===== config.mk =====
export PLATFORM = sky130hd
export DESIGN_NAME = mux_scan_serializer
export DESIGN_NICKNAME = d
export VERILOG_FILES = /design/src/rtl/mux_pkg.sv /design/src/rtl/mux16to1.sv /design/src/rtl/mux_scan_serializer.sv
export SDC_FILE = /design/constraint.sdc
export NUM_CORES = 1
export LEC_CHECK = 0
export CAP_MARGIN = 20
export CORE_MARGIN = 10
export CORE_UTILIZATION = 35
export DETAILED_ROUTE_END_ITERATION = 10
export PLACE_DENSITY = 0.73
export SYNTH_ARGS = -nofsm -noshare
export SYNTH_HDL_FRONTEND = slang
export SYNTH_SLANG_ARGS = --single-unit

===== constraint.sdc =====
create_clock -name clk -period 1.6 [get_ports clk]
set_input_delay 0.24 -clock clk [delete_from_list [all_inputs] [get_ports clk]]
set_output_delay 0.24 -clock clk [all_outputs]
set_load 0.01 [all_outputs]

===== src/rtl/mux_pkg.sv =====
// mux_pkg: shared types and constants for the mux scan serializer and its
// 16:1 mux tree. Holds the FSM state encoding, the select/data widths and the
// first/terminal select index for each scan direction.
package mux_pkg;

  localparam int SEL_W  = 4;
  localparam int DATA_W = 16;

  // PARITY is only ever entered when MUX_SCAN_PARITY_EN is defined.
  typedef enum logic [1:0] {
    IDLE   = 2'd0,
    SHIFT  = 2'd1,
    PARITY = 2'd2
  } state_t;

  // Scan endpoints for LSB-first (sel 0 -> 15) and MSB-first (sel 15 -> 0).
  localparam logic [SEL_W-1:0] SEL_FIRST_LSB = 4'd0;
  localparam logic [SEL_W-1:0] SEL_LAST_LSB  = 4'd15;
  localparam logic [SEL_W-1:0] SEL_FIRST_MSB = 4'd15;
  localparam logic [SEL_W-1:0] SEL_LAST_MSB  = 4'd0;

  function automatic logic [SEL_W-1:0] sel_first(input bit msb_first);
    return msb_first ? SEL_FIRST_MSB : SEL_FIRST_LSB;
  endfunction

  function automatic logic [SEL_W-1:0] sel_last(input bit msb_first);
    return msb_first ? SEL_LAST_MSB : SEL_LAST_LSB;
  endfunction

  // Next select in scan order. Never called at the terminal index, so the
  // select register never wraps.
  function automatic logic [SEL_W-1:0] sel_step(input logic [SEL_W-1:0] s,
                                                input bit               msb_first);
    return msb_first ? (s - SEL_W'(1)) : (s + SEL_W'(1));
  endfunction

endpackage


===== src/rtl/mux16to1.sv =====
// mux16to1: the team's 16:1 mux tree, built from mux4to1 stages which are in
// turn built from mux2to1 cells. Purely combinational.

// 2:1 mux cell.
module mux2to1 (
  input  logic a,
  input  logic b,
  input  logic s,
  output logic y
);
  assign y = s ? b : a;
endmodule

// 4:1 mux from three 2:1 cells; s[0] picks within pairs, s[1] between pairs.
module mux4to1 (
  input  logic [3:0] d,
  input  logic [1:0] s,
  output logic       y
);
  logic lo;
  logic hi;

  mux2to1 u_lo  (.a(d[0]), .b(d[1]), .s(s[0]), .y(lo));
  mux2to1 u_hi  (.a(d[2]), .b(d[3]), .s(s[0]), .y(hi));
  mux2to1 u_out (.a(lo),   .b(hi),   .s(s[1]), .y(y));
endmodule

// 16:1 mux from five 4:1 stages; s[1:0] picks within nibbles, s[3:2] picks the nibble.
module mux16to1 (
  input  logic [15:0] d,
  input  logic [3:0]  s,
  output logic        y
);
  logic [3:0] nib;

  for (genvar g = 0; g < 4; g++) begin : g_leaf
    mux4to1 u_leaf (.d(d[4*g +: 4]), .s(s[1:0]), .y(nib[g]));
  end

  mux4to1 u_root (.d(nib), .s(s[3:2]), .y(y));
endmodule


===== src/rtl/mux_scan_serializer.sv =====
// mux_scan_serializer: accepts a 16-bit word over a valid/ready handshake,
// then steps the 16:1 mux select across every channel and emits one serial
// bit per beat over a second valid/ready handshake.
//
// Handshakes: a transfer happens on a rising clk edge where valid and ready
// are both high; a valid source holds its data stable until that edge, and
// ready may change freely without affecting the other side's outputs.
//
// Optional feature: define MUX_SCAN_PARITY_EN to append one even-parity beat
// after the 16 data beats. Without it a word is exactly 16 beats.
//
// FSM state is visible through busy (non-IDLE) and sel (current channel).
module mux_scan_serializer
  import mux_pkg::*;
#(
  parameter bit MSB_FIRST = 1'b0
) (
  input  logic              clk,
  input  logic              rst,
  input  logic [DATA_W-1:0] in_data,
  input  logic              in_valid,
  output logic              in_ready,
  output logic              bit_out,
  output logic              bit_valid,
  input  logic              bit_ready,
  output logic              bit_last,
  output logic [SEL_W-1:0]  sel,
  output logic              busy
);

  localparam logic [SEL_W-1:0] SEL_FIRST = sel_first(MSB_FIRST);
  localparam logic [SEL_W-1:0] SEL_LAST  = sel_last(MSB_FIRST);

  state_t            state;
  logic [DATA_W-1:0] word_q;
  logic              mux_y;

  // The mux tree reads the captured word at the current select.
  mux16to1 u_mux (.d(word_q), .s(sel), .y(mux_y));

  // Sequencer: capture in IDLE, step the select on each accepted beat, and
  // hold every registered output while the downstream stalls.
  always_ff @(posedge clk or posedge rst) begin
    if (rst) begin
      state     <= IDLE;
      word_q    <= '0;
      sel       <= SEL_FIRST;
      in_ready  <= 1'b1;
      bit_valid <= 1'b0;
      bit_last  <= 1'b0;
    end else begin
      case (state)
        IDLE: begin
          if (in_valid) begin
            word_q    <= in_data;
            sel       <= SEL_FIRST;
            state     <= SHIFT;
            in_ready  <= 1'b0;
            bit_valid <= 1'b1;
            bit_last  <= 1'b0;
          end
        end
        SHIFT: begin
          if (bit_ready) begin
            if (sel == SEL_LAST) begin
`ifdef MUX_SCAN_PARITY_EN
              // sel stays at the terminal index through the parity beat.
              state     <= PARITY;
              bit_last  <= 1'b1;
`else
              state     <= IDLE;
              in_ready  <= 1'b1;
              bit_valid <= 1'b0;
              bit_last  <= 1'b0;
`endif
            end else begin
              sel <= sel_step(sel, MSB_FIRST);
`ifndef MUX_SCAN_PARITY_EN
              // Last is flagged on the beat that will present the terminal index.
              bit_last <= (sel_step(sel, MSB_FIRST) == SEL_LAST);
`endif
            end
          end
        end
`ifdef MUX_SCAN_PARITY_EN
        PARITY: begin
          if (bit_ready) begin
            state     <= IDLE;
            in_ready  <= 1'b1;
            bit_valid <= 1'b0;
            bit_last  <= 1'b0;
          end
        end
`endif
        default: begin
          state     <= IDLE;
          in_ready  <= 1'b1;
          bit_valid <= 1'b0;
          bit_last  <= 1'b0;
        end
      endcase
    end
  end

`ifdef MUX_SCAN_PARITY_EN
  // The parity beat replaces the mux output with the even parity of the word.
  assign bit_out = (state == PARITY) ? ^word_q : mux_y;
`else
  assign bit_out = mux_y;
`endif

  assign busy = (state != IDLE);

endmodule


Word level (Yosys, flattened, before mapping)
Index checks and enable logic that the tools add are counted.

Register bits after elaboration: 25. Latch bits: 0. Memory bits (writable): 0. Bits in read-only memories: 0. Bits of input ports: 20. Output and inout port bits: 9. Logic and storage cells: 55. Memories kept: 0.

$add $sub $neg: 1. Multipliers: 0. Div/mod/pow operators: 0. $lt $le $gt $ge: 0. Equality and inequality tests: 7. Shift operators: 0. Muxes and demuxes: 34. Bitwise operators: 0. Reduce and logical (&&, ||, !) cells: 7.

Operators by type and width (number): 2-to-1 mux 1 bit (23); 2-to-1 mux 4 bit (3); equality test 4 bit (second input constant) (2); != test 2 bit (second input constant) (4); one-hot mux 4 bit (2 select lines) (1); 2-to-1 mux 2 bit (3); one-hot mux 1 bit (2 select lines) (3); adder 4 x 1 -> 4 bit (second input constant) (1); one-hot mux 2 bit (2 select lines) (1); AND reduction 2 bit (2); AND reduction 4 bit (1); nonzero test 2 bit (2); AND reduction 3 bit (1); equality test 2 x 1 -> 1 bit (second input constant) (1); logical NOT 2 bit (1).

Depth between registers and ports, before layout
Word-level depth: 5. Gate-level depth with buffers: 5. Gate-level depth less buffers: 5.

Cells and area by module
A second synthesis with hierarchy kept.

Cell total of the unflattened synthesis: 89. Area, all modules: 1280.0 um^2.

Modules (own cells, without submodules): mux_scan_serializer (times used 1, cells an instance 74, area an instance 1054.8 um^2); mux2to1 (times used 15, cells an instance 1, area an instance 15.0 um^2).

Worst setup path after synthesis
OpenSTA, ideal clock, no wires.

Path type: flip-flop to flip-flop. From: reg sel[1]. To: reg sel[3]. Setup time: 0.118 ns. Data arrival time: 1.505 ns. Required time: 1.482 ns. Path slack: -0.023 ns. Stages on the path, launching flop included: 6. Buffers on the path: 0. Clock period less this slack: 1.623 ns. Path through: dfrtp_1 -> ha_1 -> and3_1 -> o21ai_1 -> a21bo_2 -> a21o_1.

Cells in the longest elaborated chain, start to end: 4.

RTL lines: start: declaration (RTL line mux_scan_serializer.sv:27) `output logic [SEL_W-1:0] sel,`; start signal: assignment (RTL line mux_scan_serializer.sv:77) `sel <= sel_step(sel, MSB_FIRST);`; adder 4 x 1 -> 4 bit (RTL line mux_pkg.sv:34) `return msb_first ? (s - SEL_W'(1)) : (s + SEL_W'(1));`; 2-to-1 mux 4 bit (RTL line mux_scan_serializer.sv:65) `if (sel == SEL_LAST) begin`; 2-to-1 mux 4 bit (RTL line mux_scan_serializer.sv:64) `if (bit_ready) begin`; one-hot mux 4 bit (2 select lines) (RTL line mux_scan_serializer.sv:52) `case (state)`.

Several ways; a longest one is shown, not always the timed one. The select of a mux whose other input is x is not followed. A chain may end at the register's enable or synchronous reset.

Final worst setup path
From: reg sel[0]. To: out bit_out.

Cells in the longest elaborated chain, start to end: 4.

RTL lines: 2-to-1 mux 1 bit (3 in a row) (RTL line mux16to1.sv:11) `assign y = s ? b : a;`; 2-to-1 mux 1 bit * (RTL line mux16to1.sv:11); end: declaration (RTL line mux_scan_serializer.sv:23) `output logic bit_out,`.

Mark *: on every way between the ends. The rest lies on a longest branch, timed or not.

==> results.toml <==
[drt]
highest_layer = "met4"
post_drt_wl_per_cell_um = 12.6
dr_wl_met3_um = 195
vias = 969
wl_met1_mm = 1.23
drt_iter0_drc = 38
dr.pass1.iters = 3
drt_wl_total_mm = 2.72
vias_per_cell = 4.49
wl_met2_mm = 1.28
drc = 0
ant_nets = 0

[floorplan]
fp.dieH_um = 78.0
core_area_um2 = 3280
die_w_um = 78.0
ios = 29
dieArea_um2 = 6090
start_util = 0.359
num_rows = 21

[grt]
grt_pass1_vias = 1084
grtUsageTotal = 0.0919
antenna_found_initial = 0
grt_pass1_wl_mm = 4.69
grt_max_degree = 24
grt_overflow = 0

[final_layout]
final-seq-area_um2 = 579
fill_cells = 312
area_delta_synth_final_pct = 43.6
multi_input_area_um2 = 561
antenna_cells = 0
final_area_um2 = 1690
drive_gt1_frac = 0.259
final_nets = 193

[critical_path]
endpoint_kind = "output port"
critPathKind = "reg2out"
startpoint_type = "register"
cp_max_fo = 3
arrival_ns = 1.75
required_ns = 1.36

[clocking]
cts_num_sinks = 23
clock_path_buffers = 2
root_buffer = "clkbuf_4"
cts_max_level = 1
hold_buffers = 0
clk_pin_slew_ns = 0.12
cts_tree = "yes"
clk_latency_ns = 0.31
cts_buffers = 3

[placement]
dp_hpwl_mm = 2.09
globalplace.congestion = 0.805
dp_slack_ns = -0.398
port_buffers = 28
postPlaceCellArea_um2 = 1550

[yosys]
yosys.cell_types.count = 31
avgSynthCellArea_um2 = 9.35
synth_nets = 148
synth_compound_area_frac = 0.0743
synth_area_leaders = "dfrtp_1, nand2_1, mux4_1"
yosys.area_share.simple = 0.245
synth_area_um2 = 1180
synth_mux_area_frac = 0.0934
synth-xor-area-share = 0
yosysWarnings = 0
synth-seq-cells = 23
synth_top_area_cell = "dfrtp_1"
synth_fa_ha_area_frac = 0.0212
synth_cells = 126
synth_top_family_by_area = "simple AND/OR/NAND/NOR gates"
ys_seq_area_frac = 0.489
synth_top_area_share = 0.467

[power]
p_leak_nw = 0.846
peakVddDrop_v = 0.000427
power_density_nw_per_um2 = 1220

[run]
max_cap_violations = 0

[timing]
fin_crit_sh = 1.24
max_slew_margin = 0.809
worst_slack_ns = -0.387
clock.fmax_mhz = 503
finalHoldViolations = 0
skew_ns = 0.00438
slew_violations = 0
rsz0062_at_grt = "yes"
final-setup-viol-count = 3
tightest_slew_ns = 0.287
period_needed_ns = 1.99

[outcome]
violations = "negative setup slack"
status = "complete, but fails checks"

[min_path]
worstHoldPathType = "in2async"
[routing by layer]
layer  vias up  global-route usage
met4         0              0.0215
met2        20               0.158
met3         2              0.0353
met1       453               0.105
li1        494                   -
met5         -                   0
[final timing paths]
path / startpoint / to / slack (ns) / cells past startpoint
min: rst / bit_last$_DFFE_PP0P_ / 0.26 / 3
max in group asynchronous: rst / in_ready$_DFFE_PP1P_ / 1.06 / 3
max reg2reg: sel[1]$_DFFE_PP0P_ / sel[3]$_DFFE_PP0P_ / -0.03 / 7
min in group clk: in_data[7] / word_q[7]$_DFFE_PP0P_ / 0.44 / 3
min reg2reg: in_ready$_DFFE_PP1P_ / in_ready$_DFFE_PP1P_ / 0.48 / 2
max: sel[0]$_DFFE_PP0P_ / bit_out / -0.39 / 5
[Yosys cell counts (all sizes together)]
cell and n:
nor3 2, a22o 1, nand2b 1, nand2 55, a31oi 1, and3 1
nor2b 3, a21bo 1, a211oi 1, dfstp 1, o21ai 4, dfrtp 22
a21o 2, or2 1, inv 4, ha 2, a21oi 3, nand3 4
clkbuf 2, buf 8, nor2 2, mux4 4, mux2i 1
[cell families after synthesis]
logic type | Yosys count
AND/OR/NAND/NOR | 69
flip-flops | 23
buffers and inverters | 14
AO/OA/AOI/OAI | 13
multiplexers | 5
adder cells (fa/ha/maj) | 2
[per-stage QoR]
stage | utilization | hold slack, ns | power [W] | cells | TNS [ns]
finish | 0.515 | 0.258 | 0.00206 | 216 | -0.434
global route | 0.515 | 0.283 | 0.00222 | 216 | -0.690
CTS | 0.501 | 0.265 | 0.00200 | 212 | -0.460
detailed placement | 0.471 | 0.465 | 0.00169 | 203 | -1.22
global placement | 0.471 | 0.453 | 0.00166 | 203 | -0.976
floorplan | - | 0.241 | 0.00139 | 126 | 0
[registers in the layout, summed over array words and instances (netlist names)]
signal / count
word_q: 16
sel: 4
bit_last: 1
bit_valid: 1
in_ready: 1
[worst max-delay path, stage by stage, from the launching register on]
cell and delay (ns):
dfrtp_1 0.43, mux4_2 0.51, nor2b_4 0.14, a211oi_2 0.16
a31oi_2 0.05, buf_2 0.15
[cell usage in the layout, fill, tap and decap left out, drive strengths merged]
cell type	count
a21oi	3
nor2b	3
nand2b	1
clkdlybuf4s50	22
a31oi	1
a22o	1
dfrtp	22
a211oi	1
and3	1
nor2	2
a21bo	1
clkinv	1
a21o	2
dlygate4sd2	5
mux4	4
clkbuf	3
nand2	55
dfstp	1
or2	1
nor3	2
mux2i	1
inv	4
buf	23
ha	2
nand3	4
o21ai	4
[cell type report]
cell class / instances / area share
Sequential cell: 23 / 0.342
Multi-Input combinational cell: 89 / 0.331
Timing Repair Buffer: 50 / 0.268
Tap cell: 46 / 0.0340
Clock buffer: 3 / 0.0133
Inverter: 4 / 0.00887
Clock inverter: 1 / 0.00296
[timing repair]
item | CTS | global route
gates resized for setup | 24 | 6
pin swaps | 7 | 5
setup buffers | 5 | 4
gates cloned | 0 | 0
endpoints found under the setup margin | 13 | 8
[where the power goes]
part / internal, W / switching, W / leakage, nW / total (W)
sequential: 0.000734 / 0.0000966 / 0.289 / 0.000831
clock: 0.0000934 / 0.000171 / 0.0177 / 0.000265
combinational: 0.000557 / 0.000412 / 0.539 / 0.000969
(Power assumes the default switching activity.)
